`config.mk`:
```
export PLATFORM = sky130hd
export DESIGN_NAME = pong_game_ctrl
export DESIGN_NICKNAME = d
export VERILOG_FILES = /design/src/rtl/pong_pkg.sv /design/src/rtl/pong_game_ctrl_bcd_counter2.sv /design/src/rtl/pong_game_ctrl.sv
export SDC_FILE = /design/constraint.sdc
export NUM_CORES = 1
export LEC_CHECK = 0
export BUFFER_PORTS_ARGS = -buffer_cell sky130_fd_sc_hd__buf_2
export CORE_MARGIN = 2
export CORE_UTILIZATION = 55
export CTS_CLUSTER_DIAMETER = 120
export DETAILED_ROUTE_END_ITERATION = 6
export PLACE_DENSITY = 0.75
export SLEW_MARGIN = 10
export SYNTH_ARGS = -nofsm -noshare
export SYNTH_HDL_FRONTEND = slang
export SYNTH_SLANG_ARGS = --single-unit
```
`constraint.sdc`:
```
create_clock -name clk -period 2.2 [get_ports clk]
set_input_delay 0.44 -clock clk [delete_from_list [all_inputs] [get_ports clk]]
set_output_delay 0.44 -clock clk [all_outputs]
set_load 0.01 [all_outputs]
```
`src/rtl/pong_pkg.sv`:
```
// Shared definitions for the pong game: state encoding, BCD limits and
// the default game parameters used by the controller, pixel generator and
// text overlay.
package pong_pkg;

    typedef enum logic [1:0] {
        ST_NEWGAME = 2'd0,
        ST_PLAY    = 2'd1,
        ST_NEWBALL = 2'd2,
        ST_OVER    = 2'd3
    } state_t;

    localparam logic [3:0] BCD_MAX         = 4'd9;
    localparam int         DEF_LIVES       = 3;
    localparam int         DEF_SERVE_DELAY = 120;

    // Next value of a 2-digit BCD count {tens, ones}; holds at 99.
    function automatic logic [7:0] bcd2_inc(input logic [3:0] tens,
                                            input logic [3:0] ones);
        logic [7:0] res;
        if (ones != BCD_MAX) begin
            res = {tens, ones + 4'd1};
        end else if (tens != BCD_MAX) begin
            res = {tens + 4'd1, 4'd0};
        end else begin
            res = {tens, ones};
        end
        return res;
    endfunction

endpackage

```
`src/rtl/pong_game_ctrl_bcd_counter2.sv`:
```
// Two-digit BCD score counter: synchronous clear, increment enable,
// saturates at 99, asynchronous reset to 00.
module bcd_counter2
    import pong_pkg::*;
(
    input  logic       clk,
    input  logic       reset,
    input  logic       clr,
    input  logic       inc,
    output logic [3:0] bcd1,
    output logic [3:0] bcd0
);

    logic [3:0] tens_r;
    logic [3:0] ones_r;

    // Score digits: clear has priority over increment.
    always_ff @(posedge clk or posedge reset) begin
        if (reset) begin
            tens_r <= 4'd0;
            ones_r <= 4'd0;
        end else if (clr) begin
            tens_r <= 4'd0;
            ones_r <= 4'd0;
        end else if (inc) begin
            {tens_r, ones_r} <= bcd2_inc(tens_r, ones_r);
        end else begin
            tens_r <= tens_r;
            ones_r <= ones_r;
        end
    end

    assign bcd1 = tens_r;
    assign bcd0 = ones_r;

endmodule

```
`src/rtl/pong_game_ctrl.sv`:
```
// Game-level sequencer for pong: freezes/re-serves the ball, ends the game
// when the last ball is lost, and keeps the BCD score and remaining lives.
module pong_game_ctrl
    import pong_pkg::*;
#(
    parameter int LIVES       = DEF_LIVES,
    parameter int SERVE_DELAY = DEF_SERVE_DELAY
)
(
    input  logic       clk,
    input  logic       reset,
    input  logic       refresh_tick,
    input  logic       start,
    input  logic       hit,
    input  logic       miss,
    output logic       ball_reset,
    output logic       ball_freeze,
    output logic       game_over,
    output logic [3:0] score_bcd1,
    output logic [3:0] score_bcd0,
    output logic [1:0] lives_left,
    output logic [1:0] state_o
);

    localparam logic [1:0] LIVES_INIT = 2'(LIVES);
    localparam logic [7:0] DELAY_INIT = 8'(SERVE_DELAY);

    state_t     state_r;
    state_t     state_s;
    logic [7:0] timer_r;
    logic [7:0] timer_s;
    logic [1:0] lives_r;
    logic [1:0] lives_s;
    logic       start_d_r;
    logic       start_pulse_s;
    logic       ball_reset_r;
    logic       ball_reset_s;
    logic       freeze_r;
    logic       over_r;
    logic       score_clr_s;
    logic       score_inc_s;

    // A held button produces a single pulse on its rising edge.
    assign start_pulse_s = start & ~start_d_r;

    // Next-state, countdown, lives and score-control decode.
    always_comb begin
        state_s      = state_r;
        timer_s      = timer_r;
        lives_s      = lives_r;
        ball_reset_s = 1'b0;
        score_clr_s  = 1'b0;
        score_inc_s  = 1'b0;
        case (state_r)
            ST_NEWGAME: begin
                if (start_pulse_s) begin
                    score_clr_s  = 1'b1;
                    lives_s      = LIVES_INIT;
                    ball_reset_s = 1'b1;
                    state_s      = ST_PLAY;
                end else begin
                    state_s = ST_NEWGAME;
                end
            end
            ST_PLAY: begin
                // A miss in the same cycle as a hit wins; the hit is dropped.
                if (miss) begin
                    if (lives_r > 2'd1) begin
                        lives_s      = lives_r - 2'd1;
                        timer_s      = DELAY_INIT;
                        ball_reset_s = 1'b1;
                        state_s      = ST_NEWBALL;
                    end else begin
                        lives_s = 2'd0;
                        state_s = ST_OVER;
                    end
                end else if (hit) begin
                    score_inc_s = 1'b1;
                end else begin
                    state_s = ST_PLAY;
                end
            end
            ST_NEWBALL: begin
                // Countdown advances only on frame ticks.
                if (refresh_tick) begin
                    if (timer_r == 8'd1) begin
                        timer_s = 8'd0;
                        state_s = ST_PLAY;
                    end else begin
                        timer_s = timer_r - 8'd1;
                    end
                end else begin
                    timer_s = timer_r;
                end
            end
            ST_OVER: begin
                // Score and lives stay visible until the player restarts.
                if (start_pulse_s) begin
                    state_s = ST_NEWGAME;
                end else begin
                    state_s = ST_OVER;
                end
            end
            default: begin
                state_s = ST_NEWGAME;
            end
        endcase
    end

    // Control state and registered outputs; output flops load the decode
    // of the next state so they always match the state register.
    always_ff @(posedge clk or posedge reset) begin
        if (reset) begin
            state_r      <= ST_NEWGAME;
            timer_r      <= 8'd0;
            lives_r      <= LIVES_INIT;
            start_d_r    <= 1'b0;
            ball_reset_r <= 1'b0;
            freeze_r     <= 1'b1;
            over_r       <= 1'b0;
        end else begin
            state_r      <= state_s;
            timer_r      <= timer_s;
            lives_r      <= lives_s;
            start_d_r    <= start;
            ball_reset_r <= ball_reset_s;
            freeze_r     <= (state_s != ST_PLAY);
            over_r       <= (state_s == ST_OVER);
        end
    end

    bcd_counter2 u_score (
        .clk   (clk),
        .reset (reset),
        .clr   (score_clr_s),
        .inc   (score_inc_s),
        .bcd1  (score_bcd1),
        .bcd0  (score_bcd0)
    );

    assign ball_reset  = ball_reset_r;
    assign ball_freeze = freeze_r;
    assign game_over   = over_r;
    assign lives_left  = lives_r;
    assign state_o     = state_r;

endmodule
```
======== Word-level counts from Yosys, hierarchy flattened ========
Index checks and enable logic that the tools add are counted.
word-level totals
  register bits after elaboration ......... 24
  output and inout bits ................... 15
cells by class
  add/sub/neg operators ................... 4
  $lt $le $gt $ge ......................... 1
  equal/unequal tests ..................... 13
  multiplexer cells ....................... 31
  bitwise logic cells ..................... 2
  reductions and logical operators ........ 10
operator list
  kind                   count
  $mux W8                6
  $mux W2                8
  $mux W4                4
  $pmux W8 S2            1
  $ne A2 B2 Y1 const B   5
  $mux W1                9
  $add A4 B1 Y4 const B  2
  $eq A8 B1 Y1 const B   1
  $ne A4 B4 Y1 const B   2
  $pmux W2 S4            1
  $reduce_bool A2 Y1     4
  $sub A8 B1 Y8 const B  1
  $eq A2 B2 Y1 const B   3
  $reduce_and A3 Y1      2
  $pmux W2 S2            1
  $reduce_and A4 Y1      1
  $reduce_bool A3 Y1     1
  $eq A2 B1 Y1 const B   1
  $gt A2 B1 Y1 const B   1
  $logic_not A2 Y1       1
  $ne A2 B1 Y1 const B   1
  $pmux W1 S2            1
  $reduce_and A2 Y1      1
  $sub A2 B1 Y2 const B  1
  2 further kinds        2

======== Longest topological paths before layout ========
Gate-level depths: netlist of the first run.
  word-level depth ........................ 6
  depth in mapped cells ................... 7
  mapped depth without buffers ............ 6

======== Hierarchy ========
A second synthesis of the first run with hierarchy kept.
second synthesis, totals
  cell total of the unflattened synthesis .. 141
  area, all modules ....................... 1355.0 sq um
modules (own cells, without submodules)
  module          instances  cells each  area each (sq um)
  pong_game_ctrl  1          91          877.1
  bcd_counter2    1          50          478.0

======== Worst setup path after synthesis of the first run ========
OpenSTA, ideal clock, no wires.
  path type ............................... flip-flop to flip-flop
  start point ............................. register u_score.tens_r[0], in the netlist u_score.bcd1[0]
  end point ............................... register u_score.tens_r[2], in the netlist u_score.bcd1[2]
  library setup time ...................... 129 ps
  data arrival time ....................... 1512 ps
  data required time ...................... 2071 ps
  slack ................................... 559 ps
  cell stages (with the launch flop) ...... 7
  cells stage by stage .................... dfrtp_1 ha_1 and3b_1 or3_1 buf_2 o211ai_2 o31ai_2
between the ends
  cells in the longest elaborated chain, start to end .. 5
  elaborated cells between the ends (all ways) .. 8
  classes of those cells .................. add/sub (1); eq/ne (1); mux (4); reduce/logical (2)
ends and longest elaborated chain
  element                 line                               source
  start, declared         pong_game_ctrl_bcd_counter2.sv:14  logic [3:0] tens_r;
  start signal, assigned  pong_game_ctrl_bcd_counter2.sv:26  {tens_r, ones_r} <= bcd2_inc(tens_r, ones_r);
  start signal, assigned  pong_game_ctrl_bcd_counter2.sv:28  tens_r <= tens_r;
  $add A4 B1 Y4           pong_pkg.sv:24                     res = {tens + 4'd1, 4'd0};
  $mux W8                 pong_pkg.sv:23                     end else if (tens != BCD_MAX) begin
  $mux W8                 pong_pkg.sv:21                     if (ones != BCD_MAX) begin
  $mux W4                 pong_game_ctrl_bcd_counter2.sv:25  end else if (inc) begin
  $mux W4                 pong_game_ctrl_bcd_counter2.sv:22  end else if (clr) begin
Several ways; a longest one is shown, not always the timed one. The select of a mux whose other input is x is not followed.
A chain may end at the register's enable or synchronous reset.

======== Final worst setup path of the first run ========
  start point ............................. register timer_r[0]
  end point ............................... register timer_r[6]
between the ends
  cells in the longest elaborated chain, start to end .. 4
  elaborated cells between the ends (all ways) .. 5
  classes of those cells .................. add/sub (1); eq/ne (1); mux (3)
ends and longest elaborated chain
  element                                               line                                        source
  start, declared                                       pong_game_ctrl.sv:30                        logic [7:0] timer_r;
  start signal, assigned                                pong_game_ctrl.sv:123                       timer_r <= timer_s;
  $sub A8 B1 Y8 / $eq A8 B1 Y1 (equally long branches)  pong_game_ctrl.sv:90, pong_game_ctrl.sv:86
  $mux W8 *                                             pong_game_ctrl.sv:86                        if (timer_r == 8'd1) begin
  $mux W8 *                                             pong_game_ctrl.sv:85                        if (refresh_tick) begin
  $pmux W8 S2 *                                         pong_game_ctrl.sv:54                        case (state_r)
Every way passes the cells marked *; elsewhere a longest branch is shown, timed or not. The select of a mux whose other input is x is not followed.

==> summary.md, run 1 <==
| Metric | Value |
|---|---|
| Outcome | complete, no violations |
| Setup repair bufs after CTS | 0 |
| Number of enable flip-flop cells after synthesis | 0 |
| Antenna fix cells | 0 |
| # IOs | 21 |
| Number of instances resized during post-cts repair | 0 |
| Width of the die | 52.92 um |
| Ratio of cells with drive above 1 in the final layout | between 20% and 30% |
| Final Core Density | 65.10% |
| Count of final max-slew check failures | 0 |
| Clk sinks | 24 |
| Worst Path Arrival | 2020 ps |
| Layout overhead on the synthesized area | 10.46% |
| Filler cell count | 183 |
| Part of the Yosys area used for sequential elements | 45.91% |
| Time the final worst path needs with I/O delays and setup | 1806 ps |
| Top achievable clock speed | 553.6 MHz |
| Most common cell after layout, fill and taps aside | sky130_fd_sc_hd__dfrtp_1 |
| DRC errors left | 0 |
| Count of standard-cell rows | 17 |
| Vias in the first global route | 1021 |
| Clock buffer count from CTS | 3 |
| Iter 0 DRT Violations | 19 |
| Core footprint | 2233 um2 |
| Critical Path RT | 2410 ps |
| Final TNS setup | 0 ps |
| Post-Syn Area | 1316 um2 |
| Detailed Place HPWL | 2082 um |
| Primary FF master, synth | sky130_fd_sc_hd__dfrtp_1 |
| Y dimension of the die | between 50 and 60 um |
| Final Cycle Share | 82.11% |
| Cts-stage hold buffer count | 0 |
| RePlAce Congestion | 0.9382 |
| Port bufs | 20 |
| Largest net degree at the start of global routing | 25 |
| Antenna violations before repair | 0 |
| Post-Synthesis Cells | 134 |
| Standby leakage power | 0.6684 nW |
| Overall Global Routing Usage | between 20% and 30% |
| Warnings from Yosys | 0 |
| Die area | 2801 um2 |
| Insertion delay of the later-clocked pin in the worst-skew pair | 310 ps |
| Number of H-tree branching levels | 1 |
| Per-instance average area after synthesis | 9.823 um2 |
| Transition time at the pin with the least slew margin | roughly 430 ps |
| Number of maximum-capacitance violations | 0 |
| Initial standard-cell utilization of the core | approximately three fifths |
| Skew final | 14.11 ps |
| Count of TritonRoute iterations in the first routing pass | 4 |
| P per Cell Area | 1051 nW/um2 |
| Clock-pin slew of the registers on the worst-case setup and hold paths | 120 ps |
| Endpoints failing hold | 0 |
| Fraction of registers with async set/reset | between 90% and 100% |
| Relative slew slack | between 70% and 80% |
| Deepest clock path buffer count | 2 |
| Global-route congestion overflow total | 0 |
| Worst hold-check path type | primary input to asynchronous set/reset pin |
| Number of synthesized register bits | 24 |
| Final setup violation count | 0 |
| Crit-path max FO | 6 |
| Number of vias per cell after detailed routing | 5.951 |
| Cell variety after synth | 44 |
| Most frequent cells in the layout | sky130_fd_sc_hd__dfrtp_1 (21), sky130_fd_sc_hd__buf_2 (20), sky130_fd_sc_hd__nand2_1 (14), sky130_fd_sc_hd__inv_1 (9), sky130_fd_sc_hd__nor2_1 (9) |
| Clock tree from TritonCTS | built |
| Critical Setup Path Class | flip-flop to flip-flop |
| Final Hold Slack | between 100 and 150 ps |
| Via count | 1083 |
| Number of nets in the finished design | roughly 170 |
| Wire length reported by the detailed router | 2665 um |
| Type of origin of the critical path | flip-flop |
| Number of nets in the synthesized netlist | 146 |
| Detailed-route wire length per cell | 14.64 um |
| CP Capture Type | flip-flop |
| Wire length of the first global-routing pass | between 4000 and 5000 um |
| Remaining number of nets flagged by the antenna check after routing | 0 |
| Setup repair after global routing missed its margin | no |
| Root buffer cell | sky130_fd_sc_hd__clkbuf_4 |
| VDD IR max | 0.0006068 V |
-- metrics by stage --
stage	area, um2	instances	setup slack, ps	total power, mW
6_report	1454	182	393.7	1.529
3_5_place_dp	1428	178	428.7	1.344
3_3_place_gp	1428	178	522.7	1.307
5_1_grt	1454	182	329.7	1.659
4_1_cts	1454	182	430.2	1.538
2_1_floorplan	1316	134	559.2	1.175
-- sequential cells by signal, summed over array words and instances (netlist names) --
| signal | count |
|---|---|
| u_score.bcd0 | 4 |
| state_o | 2 |
| lives_left | 2 |
| u_score.bcd1 | 4 |
| ball_reset | 1 |
| start_d_r | 1 |
| timer_r | 8 |
| game_over | 1 |
| ball_freeze | 1 |
-- cell usage after synthesis (2+ instances only) --
master                     instances  area share (%)
sky130_fd_sc_hd__o21ai_0           8             3.0
sky130_fd_sc_hd__or3_1             2            0.95
sky130_fd_sc_hd__mux2i_1           2             1.5
sky130_fd_sc_hd__o31ai_1           2             1.1
sky130_fd_sc_hd__o22a_1            2             1.3
sky130_fd_sc_hd__nand2_1          14             4.0
sky130_fd_sc_hd__ha_1              6             5.7
sky130_fd_sc_hd__nor3_1            3             1.1
sky130_fd_sc_hd__inv_1             9             2.6
sky130_fd_sc_hd__clkbuf_1          2            0.57
sky130_fd_sc_hd__a31oi_1           2            0.95
sky130_fd_sc_hd__nand2b_1          3             1.4
sky130_fd_sc_hd__nand3b_1          2             1.1
sky130_fd_sc_hd__a21oi_1           7             2.7
sky130_fd_sc_hd__dfstp_2           3             6.0
sky130_fd_sc_hd__nand3_1           5             1.9
sky130_fd_sc_hd__and2_1            4             1.9
sky130_fd_sc_hd__dfrtp_1          21              40
sky130_fd_sc_hd__o22ai_1           2            0.95
sky130_fd_sc_hd__nor2b_1           3             1.4
sky130_fd_sc_hd__nor2_1            9             2.6
-- metal layers --
layer  global-route usage [%]  share of wire [%]
met1                    30.16                 44
met2                    36.67                 48
met3                    6.215                6.9
met4                    7.265                1.2
met5                        0                  0
-- layout make-up --
class | count | area (um2) | share of cell area, %
inverters | 9 | 33.78 | 2.324
well taps | 28 | 35.03 | 2.410
multi-input cells | 96 | 646.9 | 44.49
clock buffers | 4 | 26.28 | 1.807
repair buffers | 21 | 107.6 | 7.401
flip-flops and latches | 24 | 604.3 | 41.57
-- path summary, 6_finish.rpt --
| path | slack (ps) | startpoint | to | depth (start not counted) |
|---|---|---|---|---|
| min reg2reg | 490 | timer_r[7] | timer_r[7] | 1 |
| max | 390 | timer_r[0] | timer_r[6] | 6 |
| min | 140 | reset | timer_r[2] | 3 |
| min in group clk | 270 | start | start_d_r | 1 |
| max in group asynchronous | 1760 | reset | lives_left[1] | 3 |
| max reg2reg | 390 | timer_r[0] | timer_r[6] | 6 |
-- critical path: stages (launching register included) --
cell	delay (ps)
sky130_fd_sc_hd__dfrtp_1	450
sky130_fd_sc_hd__inv_1	80
sky130_fd_sc_hd__ha_1	210
sky130_fd_sc_hd__or3b_1	400
sky130_fd_sc_hd__nor4_1	300
sky130_fd_sc_hd__mux2i_1	220
sky130_fd_sc_hd__nand2_1	60
-- where the power goes --
group | leakage, nW | total (mW) | switching, mW | internal (mW)
clock network | 0.0150 | 0.189 | 0.118 | 0.0708
logic | 0.363 | 0.581 | 0.318 | 0.263
registers | 0.290 | 0.758 | 0.172 | 0.586
total | 0.668 | 1.53 | 0.609 | 0.920
-- cell families after synthesis --
family                   Yosys count  synth area share [%]
AND/OR/NAND/NOR                   54                 24.14
AO/OA/AOI/OAI                     32                 16.26
flip-flops                        24                 45.91
buffers and inverters             14                 4.943
adder cells (fa/ha/maj)            6                 5.703
multiplexers                       3                 2.376
XOR/XNOR                           1                0.6655
Note: power is estimated with default switching activity, not from simulation.
==> run 2, diff against run 1 <==
- ABC_AREA: not set -> 1
- CORE_UTILIZATION: 55 -> 51
- PLACE_DENSITY: 0.75 -> 0.72
- clock period: 2.2 -> 1.6 ns (I/O delays scaled with it)
==> run 2 against run 1 <==
Effect of this change: maximum frequency up 25%; sequential power up 31%; area after synthesis up 11%; via count up 18%; first-iteration DRC count rose to 2.9 times the previous value; hold slack worse by 120 ps; total power up 54%; wire length up 8.4%; die area up 18%; highest routed layer unchanged; critical endpoint is now u_score.bcd1[2]; combinational power up 86%.
==> summary.md, run 2 <==
| Metric | Value |
|---|---|
| Clk sinks | 24 (unchanged) |
| Outcome | complete, no violations |
| Final setup violation count | 0 (unchanged) |
| Root buffer cell | sky130_fd_sc_hd__clkbuf_4 |
| VDD IR max | 0.0009356 V (+54%) |
| Post-Syn Area | 1464 um2 (+11%) |
| Critical Path RT | 1820 ps (-590 ps) |
| Endpoints failing hold | 0 (unchanged) |
| Post-Synthesis Cells | 191 (+43%) |
| Number of H-tree branching levels | 1 (unchanged) |
| Critical Setup Path Class | flip-flop to flip-flop |
| Met3 routed wirelength | 108 um (-41%) |
| Largest Register | timer_r |
| Most area-hungry cell type in the Yosys netlist | sky130_fd_sc_hd__dfrtp_1 |
| Part of the Yosys area used for sequential elements | 41.28% (-4.6 points) |
| Number of enable flip-flop cells after synthesis | 0 (unchanged) |
| Uppermost layer routed | met4 |
| Warnings from Yosys | 0 (unchanged) |
| Clock-pin slew of the registers on the worst-case setup and hold paths | 130 ps (about the same) |
| P per Cell Area | 1435 nW/um2 (+36%) |
| Initial standard-cell utilization of the core | 53.55% (-5.4 points) |
| Number of synthesized register bits | 24 (unchanged) |
| Detailed Place HPWL | 2174 um (+4.4%) |
| Core footprint | 2734 um2 (+22%) |
| Worst Path Arrival | 1660 ps (-360 ps) |
| Final Power | 2.348 mW (+54%) |
| DRC errors left | 0 (unchanged) |
| Max FFs per register | 8 (unchanged) |
| Number of maximum-capacitance violations | 0 (unchanged) |
| Most repeated cell in the gate-level netlist after synthesis | sky130_fd_sc_hd__nand2_1 |
| Port bufs | 20 (unchanged) |
| Antenna violations before repair | 0 (unchanged) |
| Largest cells by area after synthesis | sky130_fd_sc_hd__dfrtp_1 (36%), sky130_fd_sc_hd__nand2_1 (12%), sky130_fd_sc_hd__inv_1 (7.2%) |
| Clock buffer count from CTS | 3 (unchanged) |
| Width of the die | 57.58 um (+8.8%) |
| Via count | 1279 (+18%) |
| Share of the synthesized area in the top cell type | 35.90% (-4.0 points) |
| Global-route congestion overflow total | 0 (unchanged) |
| Top achievable clock speed | 691.0 MHz (+25%) |
| Overall Global Routing Usage | 20.06% (-2.9 points) |
| Vias in the first global route | 1247 (+22%) |
| List of most frequent post-synthesis cells | sky130_fd_sc_hd__nand2_1 (45), sky130_fd_sc_hd__inv_1 (28), sky130_fd_sc_hd__dfrtp_1 (21) |
| Number of vias per cell after detailed routing | 5.178 (-13%) |
| Primary FF master, synth | sky130_fd_sc_hd__dfrtp_1 |
| Final Core Density | 59.86% (-5.2 points) |
| RePlAce Congestion | 0.8450 (-9.9%) |
| Antenna fix cells | 0 (unchanged) |
| Count of final max-slew check failures | 0 (unchanged) |
| Y dimension of the die | 57.58 um (+8.8%) |
| Routed wl met2 | 1382 um (+8.0%) |
| Transition time at the pin with the least slew margin | 299.7 ps (-128.1 ps) |
| Iter 0 DRT Violations | 56 (+37) |
| Layout overhead on the synthesized area | 11.79% |
| Cell variety after synth | 25 (-43%) |
| Wire length of the first global-routing pass | 5278 um (+16%) |
| CP Capture Type | flip-flop |
| Crit-path max FO | 6 (unchanged) |
| Cts-stage hold buffer count | 0 (unchanged) |
| Die area | 3315 um2 (+18%) |
| Relative slew slack | 80.02% (+8.5 points) |
| Filler cell count | 249 (+36%) |
| Detailed-route wire length per cell | 11.69 um (-20%) |
| Clock tree from TritonCTS | built |
| Insertion delay of the later-clocked pin in the worst-skew pair | 310 ps (about the same) |
| Most frequent cells in the layout | sky130_fd_sc_hd__nand2_1 (45), sky130_fd_sc_hd__inv_1 (28), sky130_fd_sc_hd__dfrtp_1 (21), sky130_fd_sc_hd__buf_2 (20), sky130_fd_sc_hd__nor2_1 (18) |
| Wire length reported by the detailed router | 2888 um (+8.4%) |
| Deepest clock path buffer count | 2 (unchanged) |
| Timing startpoint of the critical path | u_score.bcd0[1] |
| Final Cycle Share | 90.45% (+8.3 points) |
| Type of origin of the critical path | flip-flop |
| Count of standard-cell rows | 19 (+2) |
| Number of nets in the synthesized netlist | 203 (+39%) |
| Setup repair after global routing missed its margin | no |
| # IOs | 21 (unchanged) |
| Count of TritonRoute iterations in the first routing pass | 4 (unchanged) |
| Skew final | 4.201 ps (-9.913 ps) |
| Remaining number of nets flagged by the antenna check after routing | 0 (unchanged) |
| Fraction of registers with async set/reset | 100.0% (unchanged) |
| Standby leakage power | 0.8221 nW (+23%) |
| Per-instance average area after synthesis | 7.664 um2 (-22%) |
| Ratio of cells with drive above 1 in the final layout | 22.69% (+1.3 points) |
| Detailed-routing wirelength on met1 | 1373 um (+18%) |
| Largest net degree at the start of global routing | 25 (unchanged) |
| Final TNS setup | 0 ps (unchanged) |
| Most common cell after layout, fill and taps aside | sky130_fd_sc_hd__nand2_1 |
| Number of nets in the finished design | 229 (+37%) |
| Time the final worst path needs with I/O delays and setup | 1447 ps (-359.1 ps) |
| Startpoint of the most critical register-to-register path | u_score.bcd0[1] |
| Worst hold-check path type | primary input to asynchronous set/reset pin |
-- run 2: worst paths after layout --
| path | cells past startpoint | slack [ps] | endpoint |
|---|---|---|---|
| max in group asynchronous | 3 | 1290 | ball_freeze |
| worst min register to register | 2 | 520 | lives_left[1] |
| worst max register to register | 9 | 150 | u_score.bcd1[2] |
| worst max-delay path | 9 | 150 | u_score.bcd1[2] |
| min in group clk | 1 | 170 | start_d_r |
| worst min-delay path | 3 | 20 | u_score.bcd1[1] |
-- run 2: cell families (layout without fill, tap and decap cells) --
family / count (synthesis) / after routing / share of synthesized area (%)
adders and majority gates: 6 / 6 / 5.128
AOI/OAI and AO/OA: 24 / 24 / 8.633
xor gates and xnor gates: 2 / 2 / 1.197
and+or+nand+nor: 103 / 103 / 34.53
DFF: 24 / 24 / 41.28
buffers and inverters: 32 / 57 / 9.231
-- run 2: through the flow --
stage,cell area [um2],std cells,hold slack [ps],setup WS [ps]
after floorplan,1464,191,332.4,198.3
after global placement,1603,243,383.7,211.5
after detailed placement,1603,243,380.8,143.8
after CTS,1629,247,30.11,127.1
after global routing,1637,247,47.13,1.324
final,1637,247,20.56,152.8
-- run 2: report_power, final --
| part | switching, mW | leakage, nW | internal (mW) | total, mW |
|---|---|---|---|---|
| Clock | 0.177 | 0.0150 | 0.0972 | 0.275 |
| Combinational | 0.682 | 0.513 | 0.399 | 1.08 |
| Sequential | 0.180 | 0.294 | 0.812 | 0.992 |
| Total | 1.04 | 0.822 | 1.31 | 2.35 |
-- run 2: final cells by class --
type,count,area [um2],share of cell area [%]
well taps,31,38.79,2.370
inverters,30,112.6,6.881
flip-flops and latches,24,604.3,36.93
multi-input cells,135,732.0,44.72
clock buffers,4,26.28,1.606
repair buffers,23,122.6,7.492
-- run 2: critical path, cell delays in order (launching register included) --
cell and delay, ps:
sky130_fd_sc_hd__dfrtp_1 460, sky130_fd_sc_hd__inv_1 80, sky130_fd_sc_hd__ha_1 140, sky130_fd_sc_hd__nand2_1 60
sky130_fd_sc_hd__nor2_2 120, sky130_fd_sc_hd__inv_1 110, sky130_fd_sc_hd__nand2_1 150, sky130_fd_sc_hd__nand3_4 110
sky130_fd_sc_hd__nand2_1 70, sky130_fd_sc_hd__o21ai_1 60
-- run 2: per-layer routing --
| metal | up-vias | GRT usage, % |
|---|---|---|
| met5 | - | 0 |
| met4 | 0 | 6.645 |
| met3 | 2 | 3.175 |
| met2 | 23 | 31.98 |
| met1 | 595 | 27.91 |
| li1 | 659 | - |
-- run 2: repair_timing --
| action | CTS | global route |
|---|---|---|
| endpoints found under the setup margin | 0 | 2 |
| resized for setup | 0 | 1 |
| setup buffers | 0 | 0 |
==> run 3, diff against run 2 <==
- CORE_ASPECT_RATIO: not set -> 1.4
- CORE_MARGIN: 2 -> not set
==> run 3 against run 2 <==
Effect of this change: non-clock buffer count unchanged; highest routed layer unchanged; critical path type unchanged; cell count increased by 2.0%; clock power increased by 61%; largest cell class unchanged; utilization increased by 2.4 points.
==> summary.md, run 3 (synthesis gave the netlist of run 2 again) <==
| Metric | Value |
|---|---|
| Detailed-route wire length per cell | 12.13 um (+3.7%) |
| Final TNS setup | 0 ps (unchanged) |
| Deepest clock path buffer count | 2 (unchanged) |
| Global-route congestion overflow total | 0 (unchanged) |
| Iter 0 DRT Violations | 30 (-46%) |
| Number of H-tree branching levels | 1 (unchanged) |
| Worst Path Arrival | 1720 ps (+60 ps) |
| Wire length of the first global-routing pass | 5216 um (-1.2%) |
| Via count | 1308 (+2.3%) |
| Vias in the first global route | 1307 (+4.8%) |
| Transition time at the pin with the least slew margin | 299.3 ps (-0.4089 ps) |
| Number of maximum-capacitance violations | 0 (unchanged) |
| Most frequent cells in the layout | sky130_fd_sc_hd__nand2_1 (45), sky130_fd_sc_hd__inv_1 (28), sky130_fd_sc_hd__dfrtp_1 (21), sky130_fd_sc_hd__buf_2 (20), sky130_fd_sc_hd__nor2_1 (18) |
| Most common cell after layout, fill and taps aside | sky130_fd_sc_hd__nand2_1 |
| Detailed Place HPWL | 2383 um (+9.6%) |
| Clock-pin slew of the registers on the worst-case setup and hold paths | 140 ps (about the same) |
| Design Area, Final | 1662 um2 (+1.5%) |
| Clock tree from TritonCTS | built |
| Port bufs | 20 (unchanged) |
| Count of standard-cell rows | 22 (+3) |
| Final Core Density | 62.23% (+2.4 points) |
| P per Cell Area | 1506 nW/um2 (+5.0%) |
| # IOs | 21 (unchanged) |
| Root buffer cell | sky130_fd_sc_hd__clkbuf_4 |
| Final Power | 2.503 mW (+6.6%) |
| Number of vias per cell after detailed routing | 5.190 (+0.24%) |
| Remaining number of nets flagged by the antenna check after routing | 0 (unchanged) |
| Final Cycle Share | 92.85% (+2.4 points) |
| Antenna fix cells | 0 (unchanged) |
| Setup repair bufs after CTS | 0 (unchanged) |
| Standby leakage power | 0.8347 nW (+1.5%) |
| Cts-stage hold buffer count | 0 (unchanged) |
| Clk sinks | 24 (unchanged) |
| Placement-stage worst setup slack | 145.2 ps (+1.321 ps) |
| Wire length reported by the detailed router | 3056 um (+5.8%) |
| Final setup violation count | 0 (unchanged) |
| Ratio of cells with drive above 1 in the final layout | 23.15% (+0.46 points) |
| Worst hold-check path type | primary input to asynchronous set/reset pin |
| Largest net degree at the start of global routing | 25 (unchanged) |
| Placed Instances | 248 (+2.1%) |
| Count of TritonRoute iterations in the first routing pass | 4 (unchanged) |
| Relative slew slack | 80.05% (about the same) |
| Core footprint | 2670 um2 (-2.3%) |
| Y dimension of the die | 65.39 um (+14%) |
| Critical Path RT | 1830 ps (about the same) |
| Placed instance area | 1609 um2 (+0.39%) |
| RePlAce Congestion | 0.7459 (-12%) |
| DRC errors left | 0 (unchanged) |
| Endpoints failing hold | 0 (unchanged) |
| Type of origin of the critical path | flip-flop |
| Number of standard cells in the final layout excluding fillers | 252 (+2.0%) |
| CP Capture Type | flip-flop |
| Max FFs per register | 8 (unchanged) |
| Number of nets in the finished design | 229 (unchanged) |
| Crit-path max FO | 11 (+5) |
| Setup repair after global routing missed its margin | no |
| Count of final max-slew check failures | 0 (unchanged) |
| Largest Register | timer_r |
| Top achievable clock speed | 673.1 MHz (-2.6%) |
| Layout overhead on the synthesized area | 13.50% |
| VDD IR max | 0.0009614 V (+2.8%) |
| Outcome | complete, no violations |
| Initial standard-cell utilization of the core | 54.83% (+1.3 points) |
| Worst path setup slack after routing | 114.3 ps (-38.45 ps) |
| Width of the die | 47.28 um (-18%) |
| Antenna violations before repair | 0 (unchanged) |
| Insertion delay of the later-clocked pin in the worst-skew pair | 320 ps (about the same) |
| Critical Setup Path Class | flip-flop to flip-flop |
| Number of instances resized during post-cts repair | 0 (unchanged) |
| Clock buffer count from CTS | 3 (unchanged) |
| Final Hold Slack | 13.81 ps (-6.756 ps) |
| Overall Global Routing Usage | 23.24% (+3.2 points) |
| Die area | 3092 um2 (-6.7%) |
| Skew final | 5.426 ps (+1.225 ps) |
| Time the final worst path needs with I/O delays and setup | 1486 ps (+38.45 ps) |
## run 3: cell types whose count changed in the layout (fill, tap and decap cells not counted), sizes merged
cell	delta
clkbuf	-1
bufinv	+1
## run 3: critical path, stage by stage (launching register included)
cell and delay, ps:
sky130_fd_sc_hd__dfrtp_1 480, sky130_fd_sc_hd__nor2_2 200, sky130_fd_sc_hd__nand3_2 240, sky130_fd_sc_hd__nand2_1 220
sky130_fd_sc_hd__nand3_4 110, sky130_fd_sc_hd__nand2_1 80, sky130_fd_sc_hd__o21ai_1 60
## run 3: metal layers
layer	GRT usage [%]	part of all wire [%]	up-vias
met5	0	0	-
met4	7.500	1.8	0
met3	2.747	2.3	6
met2	44.69	57	23
met1	23.93	39	621
li1	-	-	658
## run 3: layout make-up
class	instances	area, um2
Inverter	30	112.6
Multi-Input combinational cell	135	724.4
Clock inverter	1	30.03
Tap cell	36	45.04
Sequential cell	24	604.3
Clock buffer	3	22.52
Fill cell	265	1008
Timing Repair Buffer	23	122.6
## run 3: path summary, 6_finish.rpt
path | from | slack [ps] | end | cells past startpoint
max in group asynchronous | reset | 1300 | lives_left[0] | 3
max | state_o[1] | 110 | u_score.bcd1[0] | 6
min | reset | 10 | timer_r[2] | 3
min in group clk | start | 150 | start_d_r | 1
min reg2reg | lives_left[1] | 510 | lives_left[1] | 2
max reg2reg | state_o[1] | 110 | u_score.bcd1[0] | 6
## run 3: report_power, final
group | leakage, nW | switching (mW) | internal (mW)
combinational | 0.513 | 0.665 | 0.387
clock | 0.0279 | 0.191 | 0.254
sequential | 0.294 | 0.195 | 0.812
